## config.mk

```make
export PLATFORM = sky130hd
export DESIGN_NAME = bidsn_auction_flat
export DESIGN_NICKNAME = d
export VERILOG_FILES = /design/src/rtl/bidsn_auction_if.sv /design/src/rtl/bidsn_auction.sv /design/src/flat_wrapper.sv
export SDC_FILE = /design/constraint.sdc
export NUM_CORES = 1
export LEC_CHECK = 0
export ABC_AREA = 1
export CORE_MARGIN = 5
export CORE_UTILIZATION = 55
export DETAILED_ROUTE_END_ITERATION = 12
export PLACE_DENSITY_LB_ADDON = 0.3
export SLEW_MARGIN = 40
export SYNTH_ARGS = -nofsm -noshare
export SYNTH_HDL_FRONTEND = slang
export SYNTH_SLANG_ARGS = --single-unit
```

## constraint.sdc

```tcl
create_clock -name clk -period 13.03 [get_ports clk]
set_clock_uncertainty 0.1 [all_clocks]
set_input_delay 3.2575 -clock clk [delete_from_list [all_inputs] [get_ports clk]]
set_output_delay 3.2575 -clock clk [all_outputs]
set_load 0.02 [all_outputs]
```

## src/rtl/bidsn_auction_if.sv

```systemverilog
// Bus bundle for the bidsn_auction engine: controller ops, bidder strobes,
// and round results. The master modport drives stimulus and the slave
// modport is the engine side.
interface bidsn_auction_if #(
  parameter int NUM_BIDDERS = 4,
  parameter int VAL_W       = 16
);
  localparam int SEL_W = $clog2(NUM_BIDDERS);

  logic [2:0]                   C_op;
  logic [VAL_W-1:0]             C_data;
  logic [SEL_W-1:0]             C_sel;
  logic                         C_start;
  logic [NUM_BIDDERS-1:0]       bid_valid;
  logic [NUM_BIDDERS*VAL_W-1:0] bid_val;
  logic [NUM_BIDDERS-1:0]       bid_ack;
  logic [NUM_BIDDERS-1:0]       bid_rej;
  logic                         ready;
  logic [2:0]                   err;
  logic                         round_over;
  logic [VAL_W-1:0]             max_bid;
  logic [NUM_BIDDERS-1:0]       win;
  logic [NUM_BIDDERS*8-1:0]     win_count;

  modport master (
    output C_op, C_data, C_sel, C_start, bid_valid, bid_val,
    input  bid_ack, bid_rej, ready, err, round_over, max_bid, win, win_count
  );

  modport slave (
    input  C_op, C_data, C_sel, C_start, bid_valid, bid_val,
    output bid_ack, bid_rej, ready, err, round_over, max_bid, win, win_count
  );
endinterface

```

## src/rtl/bidsn_auction.sv

```systemverilog
// bidsn_auction: parametrised sealed-round auction engine.
// A controller configures balances, bid cost, enable mask and round timeout
// while unlocked, locks the engine with a key, then runs timed rounds that
// resolve to one winner (highest bid, ties to the lowest index).
// Optional macro BIDS_STATS_EN adds saturating 8-bit per-bidder win counters
// on win_count; without it win_count is tied to zero.

// Per-bidder slice: holds the balance, qualifies the bid, optional win stats.
module bidsn_auction_lane #(
  parameter int VAL_W = 16
) (
  input  logic             clk,
  input  logic             reset_n,
  input  logic             i_active,
  input  logic             i_bid_valid,
  input  logic             i_mask,
  input  logic [VAL_W-1:0] i_bid_val,
  input  logic [VAL_W-1:0] i_cur_max,
  input  logic [VAL_W-1:0] i_cost,
  input  logic             i_load,
  input  logic [VAL_W-1:0] i_load_val,
  input  logic             i_win,
  input  logic [VAL_W-1:0] i_win_amt,
  output logic             o_qual,
  output logic [7:0]       o_win_cnt
);
  logic [VAL_W-1:0] r_bal;
  logic [VAL_W:0]   w_need;

  // Funding check is one bit wider so bid+cost can never wrap.
  assign w_need = {1'b0, i_bid_val} + {1'b0, i_cost};
  assign o_qual = i_active & i_bid_valid & i_mask & (i_bid_val > i_cur_max) &
                  ({1'b0, r_bal} >= w_need);

  // Balance: loaded while unlocked, charged cost per qualifying bid, charged
  // the winning bid at round end. These never coincide (different states).
  always_ff @(posedge clk or negedge reset_n) begin
    if (!reset_n)    r_bal <= '0;
    else if (i_load) r_bal <= i_load_val;
    else if (o_qual) r_bal <= r_bal - i_cost;
    else if (i_win)  r_bal <= r_bal - i_win_amt;
  end

`ifdef BIDS_STATS_EN
  logic [7:0] r_win_cnt;

  // Saturating win counter, cleared only by reset.
  always_ff @(posedge clk or negedge reset_n) begin
    if (!reset_n)                         r_win_cnt <= '0;
    else if (i_win && r_win_cnt != 8'hFF) r_win_cnt <= r_win_cnt + 8'd1;
  end

  assign o_win_cnt = r_win_cnt;
`else
  assign o_win_cnt = '0;
`endif
endmodule

module bidsn_auction #(
  parameter int          NUM_BIDDERS     = 4,
  parameter int          VAL_W           = 16,
  parameter int          TIMER_W         = 8,
  parameter int unsigned DEFAULT_TIMEOUT = 16
) (
  input  logic            clk,
  input  logic            reset_n,
  bidsn_auction_if.slave  bus
);
  localparam int SEL_W = $clog2(NUM_BIDDERS);
  // A zero timeout would never expire; it behaves as one cycle instead.
  localparam logic [TIMER_W-1:0] DEF_TMO =
    (DEFAULT_TIMEOUT == 0) ? TIMER_W'(1) : TIMER_W'(DEFAULT_TIMEOUT);

  localparam logic [2:0] OP_NOP   = 3'd0;
  localparam logic [2:0] OP_UNLK  = 3'd1;
  localparam logic [2:0] OP_LOCK  = 3'd2;
  localparam logic [2:0] OP_BAL   = 3'd3;
  localparam logic [2:0] OP_TMR   = 3'd4;
  localparam logic [2:0] OP_COST  = 3'd5;
  localparam logic [2:0] OP_MASK  = 3'd6;

  localparam logic [2:0] E_NONE   = 3'd0;
  localparam logic [2:0] E_KEY    = 3'd1;
  localparam logic [2:0] E_LOCKED = 3'd2;
  localparam logic [2:0] E_NLOCK  = 3'd3;
  localparam logic [2:0] E_OP     = 3'd4;

  typedef enum logic [1:0] {S_UNLOCKED, S_LOCKED, S_ACTIVE, S_END} state_t;

  state_t                             r_state;
  logic [VAL_W-1:0]                   r_key;
  logic [VAL_W-1:0]                   r_cost;
  logic [NUM_BIDDERS-1:0]             r_mask;
  logic [TIMER_W-1:0]                 r_timeout;
  logic [TIMER_W-1:0]                 r_timer;
  logic                               r_start_d;
  logic [VAL_W-1:0]                   r_cur_max;
  logic [NUM_BIDDERS-1:0]             r_lead;
  logic [2:0]                         r_err;
  logic                               r_ready;
  logic                               r_round_over;
  logic [VAL_W-1:0]                   r_max_bid;
  logic [NUM_BIDDERS-1:0]             r_win;
  logic [NUM_BIDDERS-1:0]             r_ack;
  logic [NUM_BIDDERS-1:0]             r_rej;

  logic [NUM_BIDDERS-1:0][VAL_W-1:0]  w_val;
  logic [NUM_BIDDERS-1:0][7:0]        w_wcnt;
  logic [NUM_BIDDERS-1:0]             w_qual;
  logic [NUM_BIDDERS-1:0]             w_load;
  logic [NUM_BIDDERS-1:0]             w_lead_oh;
  logic [VAL_W-1:0]                   w_best;
  logic                               w_new;
  logic                               w_rise;
  logic                               w_active;
  logic                               w_sel_ok;
  logic [TIMER_W-1:0]                 w_tmr_in;

  assign w_val    = bus.bid_val;
  assign w_rise   = bus.C_start & ~r_start_d;
  assign w_active = (r_state == S_ACTIVE);
  assign w_sel_ok = (int'(bus.C_sel) < NUM_BIDDERS);
  assign w_tmr_in = (bus.C_data[TIMER_W-1:0] == '0) ? TIMER_W'(1)
                                                     : bus.C_data[TIMER_W-1:0];

  genvar gi;
  generate
    for (gi = 0; gi < NUM_BIDDERS; gi++) begin : g_lane
      assign w_load[gi] = (r_state == S_UNLOCKED) && (bus.C_op == OP_BAL) &&
                          (int'(bus.C_sel) == gi);
      bidsn_auction_lane #(.VAL_W(VAL_W)) u_lane (
        .clk         (clk),
        .reset_n     (reset_n),
        .i_active    (w_active),
        .i_bid_valid (bus.bid_valid[gi]),
        .i_mask      (r_mask[gi]),
        .i_bid_val   (w_val[gi]),
        .i_cur_max   (r_cur_max),
        .i_cost      (r_cost),
        .i_load      (w_load[gi]),
        .i_load_val  (bus.C_data),
        .i_win       ((r_state == S_END) && r_lead[gi]),
        .i_win_amt   (r_cur_max),
        .o_qual      (w_qual[gi]),
        .o_win_cnt   (w_wcnt[gi])
      );
    end
  endgenerate

  // Pick this cycle's leader among qualifying bids; strict compare keeps the
  // lowest index on ties.
  always_comb begin
    w_best    = r_cur_max;
    w_lead_oh = '0;
    w_new     = 1'b0;
    for (int i = 0; i < NUM_BIDDERS; i++) begin
      if (w_qual[i] && (w_val[i] > w_best)) begin
        w_best    = w_val[i];
        w_lead_oh = '0;
        w_lead_oh[i] = 1'b1;
        w_new     = 1'b1;
      end
    end
  end

  // Control FSM with all externally visible outputs registered.
  always_ff @(posedge clk or negedge reset_n) begin
    if (!reset_n) begin
      r_state      <= S_UNLOCKED;
      r_key        <= '0;
      r_cost       <= VAL_W'(1);
      r_mask       <= '1;
      r_timeout    <= DEF_TMO;
      r_timer      <= '0;
      r_start_d    <= 1'b0;
      r_cur_max    <= '0;
      r_lead       <= '0;
      r_err        <= E_NONE;
      r_ready      <= 1'b1;
      r_round_over <= 1'b0;
      r_max_bid    <= '0;
      r_win        <= '0;
      r_ack        <= '0;
      r_rej        <= '0;
    end else begin
      r_start_d    <= bus.C_start;
      r_round_over <= 1'b0;
      r_ack        <= '0;
      r_rej        <= '0;
      case (r_state)
        S_UNLOCKED: begin
          case (bus.C_op)
            OP_NOP:  ;
            OP_UNLK: r_err <= E_NLOCK;
            OP_LOCK: begin
              r_key   <= bus.C_data;
              r_state <= S_LOCKED;
              r_err   <= E_NONE;
            end
            OP_BAL:  r_err <= w_sel_ok ? E_NONE : E_OP;
            OP_TMR:  begin r_timeout <= w_tmr_in;                    r_err <= E_NONE; end
            OP_COST: begin r_cost    <= bus.C_data;                  r_err <= E_NONE; end
            OP_MASK: begin r_mask    <= bus.C_data[NUM_BIDDERS-1:0]; r_err <= E_NONE; end
            default: r_err <= E_OP;
          endcase
          // A start request while unlocked is refused and reported.
          if (w_rise) r_err <= E_NLOCK;
        end
        S_LOCKED: begin
          if (w_rise) begin
            r_state   <= S_ACTIVE;
            r_ready   <= 1'b0;
            r_max_bid <= '0;
            r_win     <= '0;
            r_cur_max <= '0;
            r_lead    <= '0;
            r_timer   <= r_timeout;
          end else begin
            case (bus.C_op)
              OP_NOP:  ;
              OP_UNLK: begin
                if (bus.C_data == r_key) begin
                  r_state <= S_UNLOCKED;
                  r_err   <= E_NONE;
                end else begin
                  r_err   <= E_KEY;
                end
              end
              OP_LOCK, OP_BAL, OP_TMR, OP_COST, OP_MASK: r_err <= E_LOCKED;
              default: r_err <= E_OP;
            endcase
          end
        end
        S_ACTIVE: begin
          r_ack <= w_lead_oh;
          r_rej <= bus.bid_valid & ~w_lead_oh;
          if (w_new) begin
            r_cur_max <= w_best;
            r_lead    <= w_lead_oh;
          end
          // Controller release or timer expiry ends the round exactly once;
          // a new leader this cycle holds the timer off.
          if (!bus.C_start || (!w_new && r_timer <= TIMER_W'(1))) begin
            r_state      <= S_END;
            r_round_over <= 1'b1;
            r_max_bid    <= w_new ? w_best    : r_cur_max;
            r_win        <= w_new ? w_lead_oh : r_lead;
          end else if (w_new) begin
            r_timer <= r_timeout;
          end else begin
            r_timer <= r_timer - TIMER_W'(1);
          end
        end
        S_END: begin
          r_state <= S_LOCKED;
          r_ready <= 1'b1;
        end
        default: r_state <= S_UNLOCKED;
      endcase
    end
  end

  assign bus.bid_ack    = r_ack;
  assign bus.bid_rej    = r_rej;
  assign bus.ready      = r_ready;
  assign bus.err        = r_err;
  assign bus.round_over = r_round_over;
  assign bus.max_bid    = r_max_bid;
  assign bus.win        = r_win;
  assign bus.win_count  = w_wcnt;
endmodule

```

## src/flat_wrapper.sv

```systemverilog
// flat-port wrapper written by rule: the top's interface ports become plain ports
module bidsn_auction_flat 
#(
  parameter int          NUM_BIDDERS     = 4,
  parameter int          VAL_W           = 16,
  parameter int          TIMER_W         = 8,
  parameter int unsigned DEFAULT_TIMEOUT = 16
)
  (clk, reset_n, bus_C_op, bus_C_data, bus_C_sel, bus_C_start, bus_bid_valid, bus_bid_val, bus_bid_ack, bus_bid_rej, bus_ready, bus_err, bus_round_over, bus_max_bid, bus_win, bus_win_count);
  bidsn_auction_if #(.NUM_BIDDERS(NUM_BIDDERS), .VAL_W(VAL_W)) bus_i ();
  input  logic clk;
  input  logic reset_n;
  input wire logic [$bits(bus_i.C_op)-1:0] bus_C_op;
  input wire logic [$bits(bus_i.C_data)-1:0] bus_C_data;
  input wire logic [$bits(bus_i.C_sel)-1:0] bus_C_sel;
  input wire logic [$bits(bus_i.C_start)-1:0] bus_C_start;
  input wire logic [$bits(bus_i.bid_valid)-1:0] bus_bid_valid;
  input wire logic [$bits(bus_i.bid_val)-1:0] bus_bid_val;
  output wire logic [$bits(bus_i.bid_ack)-1:0] bus_bid_ack;
  output wire logic [$bits(bus_i.bid_rej)-1:0] bus_bid_rej;
  output wire logic [$bits(bus_i.ready)-1:0] bus_ready;
  output wire logic [$bits(bus_i.err)-1:0] bus_err;
  output wire logic [$bits(bus_i.round_over)-1:0] bus_round_over;
  output wire logic [$bits(bus_i.max_bid)-1:0] bus_max_bid;
  output wire logic [$bits(bus_i.win)-1:0] bus_win;
  output wire logic [$bits(bus_i.win_count)-1:0] bus_win_count;
  assign bus_i.C_op = bus_C_op;
  assign bus_i.C_data = bus_C_data;
  assign bus_i.C_sel = bus_C_sel;
  assign bus_i.C_start = bus_C_start;
  assign bus_i.bid_valid = bus_bid_valid;
  assign bus_i.bid_val = bus_bid_val;
  assign bus_bid_ack = bus_i.bid_ack;
  assign bus_bid_rej = bus_i.bid_rej;
  assign bus_ready = bus_i.ready;
  assign bus_err = bus_i.err;
  assign bus_round_over = bus_i.round_over;
  assign bus_max_bid = bus_i.max_bid;
  assign bus_win = bus_i.win;
  assign bus_win_count = bus_i.win_count;
  bidsn_auction #(.NUM_BIDDERS(NUM_BIDDERS), .VAL_W(VAL_W), .TIMER_W(TIMER_W), .DEFAULT_TIMEOUT(DEFAULT_TIMEOUT)) u_core (.clk(clk), .reset_n(reset_n), .bus(bus_i));
endmodule
```

==> flow_summary.ini <==
[setup_path]
cpMostUsedCell = nand2_1
path_buf_inv = 7
cp_max_fo = 43
r2r-start = u_core.r_cost[2]$_DFFE_PN0P_
reg2reg_depth = 57
critPathRequiredTime_ns = 13.25
crit_path_top_delay_cell = o21ai_0
crit_type = primary input to flip-flop
cp-end-kind = flip-flop
crit_family = compound AO/OA/AOI/OAI gates
cpPeakStageDelay_ns = 0.51
cp.arrival_ns = 12.63
start_kind = primary input
reg2reg_to = u_core.r_lead[2]$_DFFE_PN0P_
rrSetupSlack_ns = 3.03

[global_routing]
grt_overflow_total = 0
grt_max_degree = 68
grt_antenna_before_repair = 1
grt_pass1_wl_mm = 103
grt_pass1_vias = 17700
grt_usage = 0.350

[logic_synthesis]
syn_area_um2 = 18600
synth_edf_count = 0
synth_top_area_share = 0.222
avgSynthCellArea_um2 = 7.36
synth.distinct_cells = 64
synth_cells = 2530
synth-seq-area-share = 0.232
synth.area.top_cells = dfrtp_1 22%, ha_1 21%, nand2_1 13%
ys.flop_type = dfrtp_1
synth_warnings = 0
ys_ff_latch = 172
synth-async-reset-ratio = 1.00
synth_top_area_cell = dfrtp_1

[layout]
nets = 3081
layout_common_cells = 621 x nand2_1, 305 x ha_1, 283 x inv_1
antenna_cells = 0
syn_to_final_growth_pct = 14.1
final_cell_count_no_fill = 3136
drive_above_1_share = 0.0725
design_area_um2 = 21300
final_common_cell = nand2_1

[place]
io_buffers = 124
hpwl_mm = 52.3
dp_slack_ns = -0.531
place_congestion = 1.06
place_inst = 3093
dpl_cell_area_um2 = 20400

[clock_tree]
cts_made_buffers = 17
clkTransAtPathRegs_ns = 0.07
cts_tree = yes
cts_root_buf = clkbuf_16
h-tree-depth = 4
clock_latency_ns = 0.49
clock_sink_count = 172
clk_path_buf_depth = 2

[outcome]
status = complete, no violations

[power]
peakVddDrop_v = 0.000177
power.static_leakage_uw = 0.0110
powerDensity_nw_per_um2 = 207

[timing]
max_clock_freq_mhz = 80.6
worst_pin_slew_ns = 0.850
hold_viol = 0
period_share = 0.952
maxSlewHeadroom = 0.433
maxSlewViolCount = 0
layout_min_cycle_time_ns = 12.41
holdWs_ns = 0.378
final.setup.worst_slack_ns = 0.622
setup_viol = 0

[min_path]
min_to = u_core.bus.ready$_DFFE_PN1P_
whs_path_depth = 2
hp-class = flip-flop to flip-flop
hold_path.startpoint = u_core.bus.ready$_DFFE_PN1P_

[routing]
ant_nets = 0
wl_per_cell_um = 21.7
totalWireLength_mm = 67.9
drc_errors = 0
routed_via_density = 6.03
vias = 18900
firstDrtPassIters = 6
dr.first_iter.drc_count = 1979

[floorplan]
initial_core_util = 0.557
pin_count = 157
die_h_um = 194
fp.coreArea_um2 = 33400
die_w_um = 194
die_area_um2 = 37600
num_rows = 67

[flow_run]
maxCapViolCount = 0
==> metrics by stage <==
stage	TNS [ns]	power, µW	utilization
3_5_place_dp	-23.13	3750	0.611
6_report	0	4410	0.636
5_1_grt	-0.115	4770	0.636
4_1_cts	0	4320	0.629
2_1_floorplan	0	3000	-
3_3_place_gp	-10.27	3650	0.610
==> report_power, final <==
part	internal (µW)	switching [µW]	total, µW	leakage (µW)
sequential	725	227	953	0.00221
clock	288	261	549	0.000286
combinational	1160	1750	2910	0.00852
total	2170	2240	4410	0.0110
==> worst max-delay path by stage <==
stage	startpoint	to	slack (ns)	cells after the start
5_1_grt	bus_bid_val[2]	u_core.bus.max_bid[4]$_DFFE_PN0P_	-0.04	68
3_3_place_gp	bus_bid_val[2]	u_core.r_lead[2]$_DFFE_PN0P_	-0.28	64
3_5_place_dp	bus_bid_val[2]	u_core.r_lead[3]$_DFFE_PN0P_	-0.53	63
4_1_cts	bus_bid_val[2]	u_core.bus.max_bid[8]$_DFFE_PN0P_	0.02	65
2_1_floorplan	bus_bid_val[2]	u_core.bus.max_bid[11]$_DFFE_PN0P_	1.37	65
6_report	bus_bid_val[2]	u_core.r_lead[2]$_DFFE_PN0P_	0.62	58
==> worst register-to-register path, delay by kind of cell, from the launching register on <==
| family | cells | cell delay, ns |
|---|---|---|
| compound gates | 20 | 3.53 |
| simple gates | 25 | 2.78 |
| fa+ha+maj | 5 | 1.55 |
| buf+inv | 6 | 0.91 |
| flops | 1 | 0.88 |
| xor+xnor | 1 | 0.08 |
==> registers in the layout, summed over array words and instances (netlist names) <==
name                        cells
u_core.bus.bid_ack              4
u_core.bus.bid_rej              4
u_core.bus.err                  3
u_core.bus.max_bid             16
u_core.bus.ready                1
u_core.bus.round_over           1
u_core.bus.win                  4
u_core.g_lane.u_lane.r_bal     64
u_core.r_cost                  16
u_core.r_cur_max               16
u_core.r_key                   16
u_core.r_lead                   4
u_core.r_mask                   4
u_core.r_start_d                1
u_core.r_state                  2
u_core.r_timeout                8
u_core.r_timer                  8
==> cells by family (layout without fill, tap and decap cells) <==
family / after synthesis / after routing / synth area share
buffers and inverters: 383 / 508 / 0.0876
flip-flops: 172 / 172 / 0.232
XOR/XNOR: 130 / 130 / 0.0611
adder cells (fa/ha/maj): 314 / 314 / 0.214
other: 1 / 32 / 0.000201
AND/OR/NAND/NOR: 981 / 982 / 0.232
AO/OA/AOI/OAI: 549 / 550 / 0.173
==> routing by layer <==
layer	wire (µm)	vias up	part of all wire	global-route usage
met5	0	-	0	0
met4	4810	0	0.071	0.192
met3	7200	239	0.11	0.0655
met2	28200	1006	0.42	0.529
met1	27700	8778	0.41	0.473
li1	-	8873	-	-
==> area by class of cell <==
class | instances | area [µm²]
Tap cell | 448 | 561
Inverter | 295 | 1120
Timing Repair Buffer | 181 | 1740
Sequential cell | 172 | 4310
Clock inverter | 13 | 154
Clock buffer | 19 | 433
Fill cell | 2935 | 12200
Multi-Input combinational cell | 2008 | 12900
==> Yosys cell counts, types with 10 or more instances <==
library cell  instances
ha_1                306
o21ai_0             196
xnor2_1              57
o211ai_1             24
buf_2                12
nand3_1             122
nand2_1             623
a211oi_1             12
xor2_1               73
nand2_2              11
nor3_1               29
a21o_1               14
buf_4                34
dfrtp_1             165
inv_1               284
a21oi_1             178
o21bai_1             14
nand3_2              14
nand2_4              10
or2_2                21
nor2_1               88
clkbuf_1             36
o21ai_1              20
nand4_1              36
o221ai_1             49
a31oi_1              10
==> timing repair <==
item / in CTS / in global routing
hold buffers: 0 / 0
cloned: 0 / 2
setup buffers: 0 / 9
resized for setup: 1 / 35
endpoints found under the setup margin: 36 / 59
pin swaps: 0 / 10
Power figures use the tool's default switching activity.
==> patch, RTL diff (same settings) <==
The 4 states of `state_t` get a one-hot encoding in 4 bits.
--- a/src/rtl/bidsn_auction.sv
+++ b/src/rtl/bidsn_auction.sv
@@ -85,7 +85,7 @@
   localparam logic [2:0] E_NLOCK  = 3'd3;
   localparam logic [2:0] E_OP     = 3'd4;
 
-  typedef enum logic [1:0] {S_UNLOCKED, S_LOCKED, S_ACTIVE, S_END} state_t;
+  typedef enum logic [3:0] {S_UNLOCKED = 4'b0001, S_LOCKED = 4'b0010, S_ACTIVE = 4'b0100, S_END = 4'b1000} state_t;
 
   state_t                             r_state;
   logic [VAL_W-1:0]                   r_key;
Check against the original RTL: same outputs for any inputs over 4 cycles, from zero or initial values and one cycle with reset_n low; so few cycles prove little.
==> patch against the unedited design <==
- power rose by 18%
- hold slack worse by 0.0052 ns
- cell area down 2.1%
- largest power group unchanged
- setup slack improved by 0.080 ns
- sequential cell count grew 2
- global-route usage is 1.4 points higher
- wire length is 0.62% higher
- count of clock-buffer cells in the layout is 2 lower
- synthesized area fell by 1.3%
- critical endpoint is now u_core.r_timer[2]$_DFFE_PN0P_
==> patch: results (changes against the unedited design) <==
Critical-path top delay cell: clkdlybuf4s50_1 (was o21ai_0)
DP HPWL: 52.5 mm (was 52.3 mm)
switch share: 0.528 (was 0.508)
first-pass GRT wire length: 103 mm (about the same)
VDD IR max: 0.220 mV (was 0.177 mV)
placed insts: 3051 (was 3093)
reg-to-reg slack, setup: 3.23 ns (was 3.03 ns)
top cells by area, synth: dfrtp_1, ha_1, nand2_1 (unchanged)
Yosys cell types: 60 (was 64)
fin crit share: 0.946 (was 0.952)
run status: finished clean (unchanged)
Routed WL per cell: 22.1 um (was 21.7 um)
GPL Wtd Cong: 1.01 (was 1.06)
reg2reg path depth: 60 (was 57)
Skew-Pair Late Insertion Delay: 0.47 ns (was 0.49 ns)
layout cell share with drive strength beyond 1: 0.0493 (was 0.0725)
post-place setup slack: -0.172 ns (was -0.531 ns)
adder-cell area share of the yosys netlist: 0.214 (about the same)
initial DRC count: 1773 (was 1979)
Synth Area in XOR/XNOR: 0.0624 (was 0.0611)
DR vias/cell: 6.14 (was 6.03)
total number of vias: 19000 (was 18900)
largest net degree at the start of global routing: 72 (was 68)
LEAKAGE: 10.8 nW (was 11.0 nW)
register area share after synthesis: 0.237 (was 0.232)
Compound-Gate Fraction of Synth Area: 0.185 (was 0.173)
CP arrival: 12.58 ns (was 12.63 ns)
worst setup path end: u_core.r_timer[2]$_DFFE_PN0P_ (was u_core.r_lead[2]$_DFFE_PN0P_)
fin nets: 3027 (was 3081)
gr usage total: 0.363 (was 0.350)
vias in the first global route: 18200 (was 17700)
maximum fanout along the worst path: 29 (was 43)
Synthesis Warnings: 0 (unchanged)
Filler cells: 3040 (was 2935)
# H-tree levels: 4 (unchanged)
Slew @ Worst Pin: 0.802 ns (was 0.850 ns)
Gate Count Post-Synth: 2494 (was 2530)
synth cell count leaders: nand2_1, ha_1, inv_1, o21ai_0, a21oi_1 (unchanged)
max incr delay on CP: 0.46 ns (was 0.51 ns)
CP top delay family: simple AND/OR/NAND/NOR gates (was compound AO/OA/AOI/OAI gates)
Worst Setup SP: bus_bid_val[2] (unchanged)
[patch: cell count changes after synthesis, moves of 6 or more]
cell,unedited run,this run
o22ai_1,2,18
nand2_1,623,573
o21bai_1,14,32
nand3_1,122,114
o211ai_1,24,10
nor3_1,29,35
nand3_2,14,4
nor2_1,88,150
o21ai_1,20,8
or2_2,21,1
inv_1,284,252
nand2_4,10,3
o221ai_1,49,59
[patch: cell families after synthesis]
family / after synthesis
compound gates: 571
xor+xnor: 131
fa+ha+maj: 309
buf+inv: 355
flops: 174
other cells: 1
simple gates: 953
[patch: per-layer routing]
metal,global-route usage,vias up,routed length [um]
met5,0,-,20
met4,0.239,2,5340
met3,0.0783,324,6710
met2,0.555,979,29200
met1,0.462,8858,27100
li1,-,8796,-
[patch: what timing repair did]
item | in CTS | in global routing
setup endpoints to repair | 0 | 53
resized for setup | 0 | 15
endpoints found under the hold margin | 0 | 0
buffers inserted | 0 | 3
[patch: layout make-up]
cell class              count  area (um^2)  area share
inverters                 267         1010      0.0483
diodes                      1         2.50    0.000120
clock inverters            15          171     0.00823
well taps                 448          561      0.0269
flip-flops and latches    174         4360       0.210
clock buffers              17          425      0.0204
multi-input cells        1997        12700       0.609
repair buffers            169         1610      0.0774
[patch: power by group through the flow]
stage               registers, mW  logic (mW)  clock network (mW)
floorplan                   0.906        2.60                   0
detailed placement          0.964        3.53                   0
CTS                         0.955        3.56               0.545
global route                0.982        4.08               0.567
global placement            0.958        3.40                   0
finish                      0.969        3.67               0.544
[patch: per-stage QoR]
| step | instance area [um^2] | hold slack [ns] |
|---|---|---|
| floorplan | 18500 | 0.353 |
| global placement | 20100 | 0.355 |
| detailed placement | 20100 | 0.362 |
| CTS | 20700 | 0.373 |
| global route | 20800 | 0.398 |
| finish | 20800 | 0.373 |
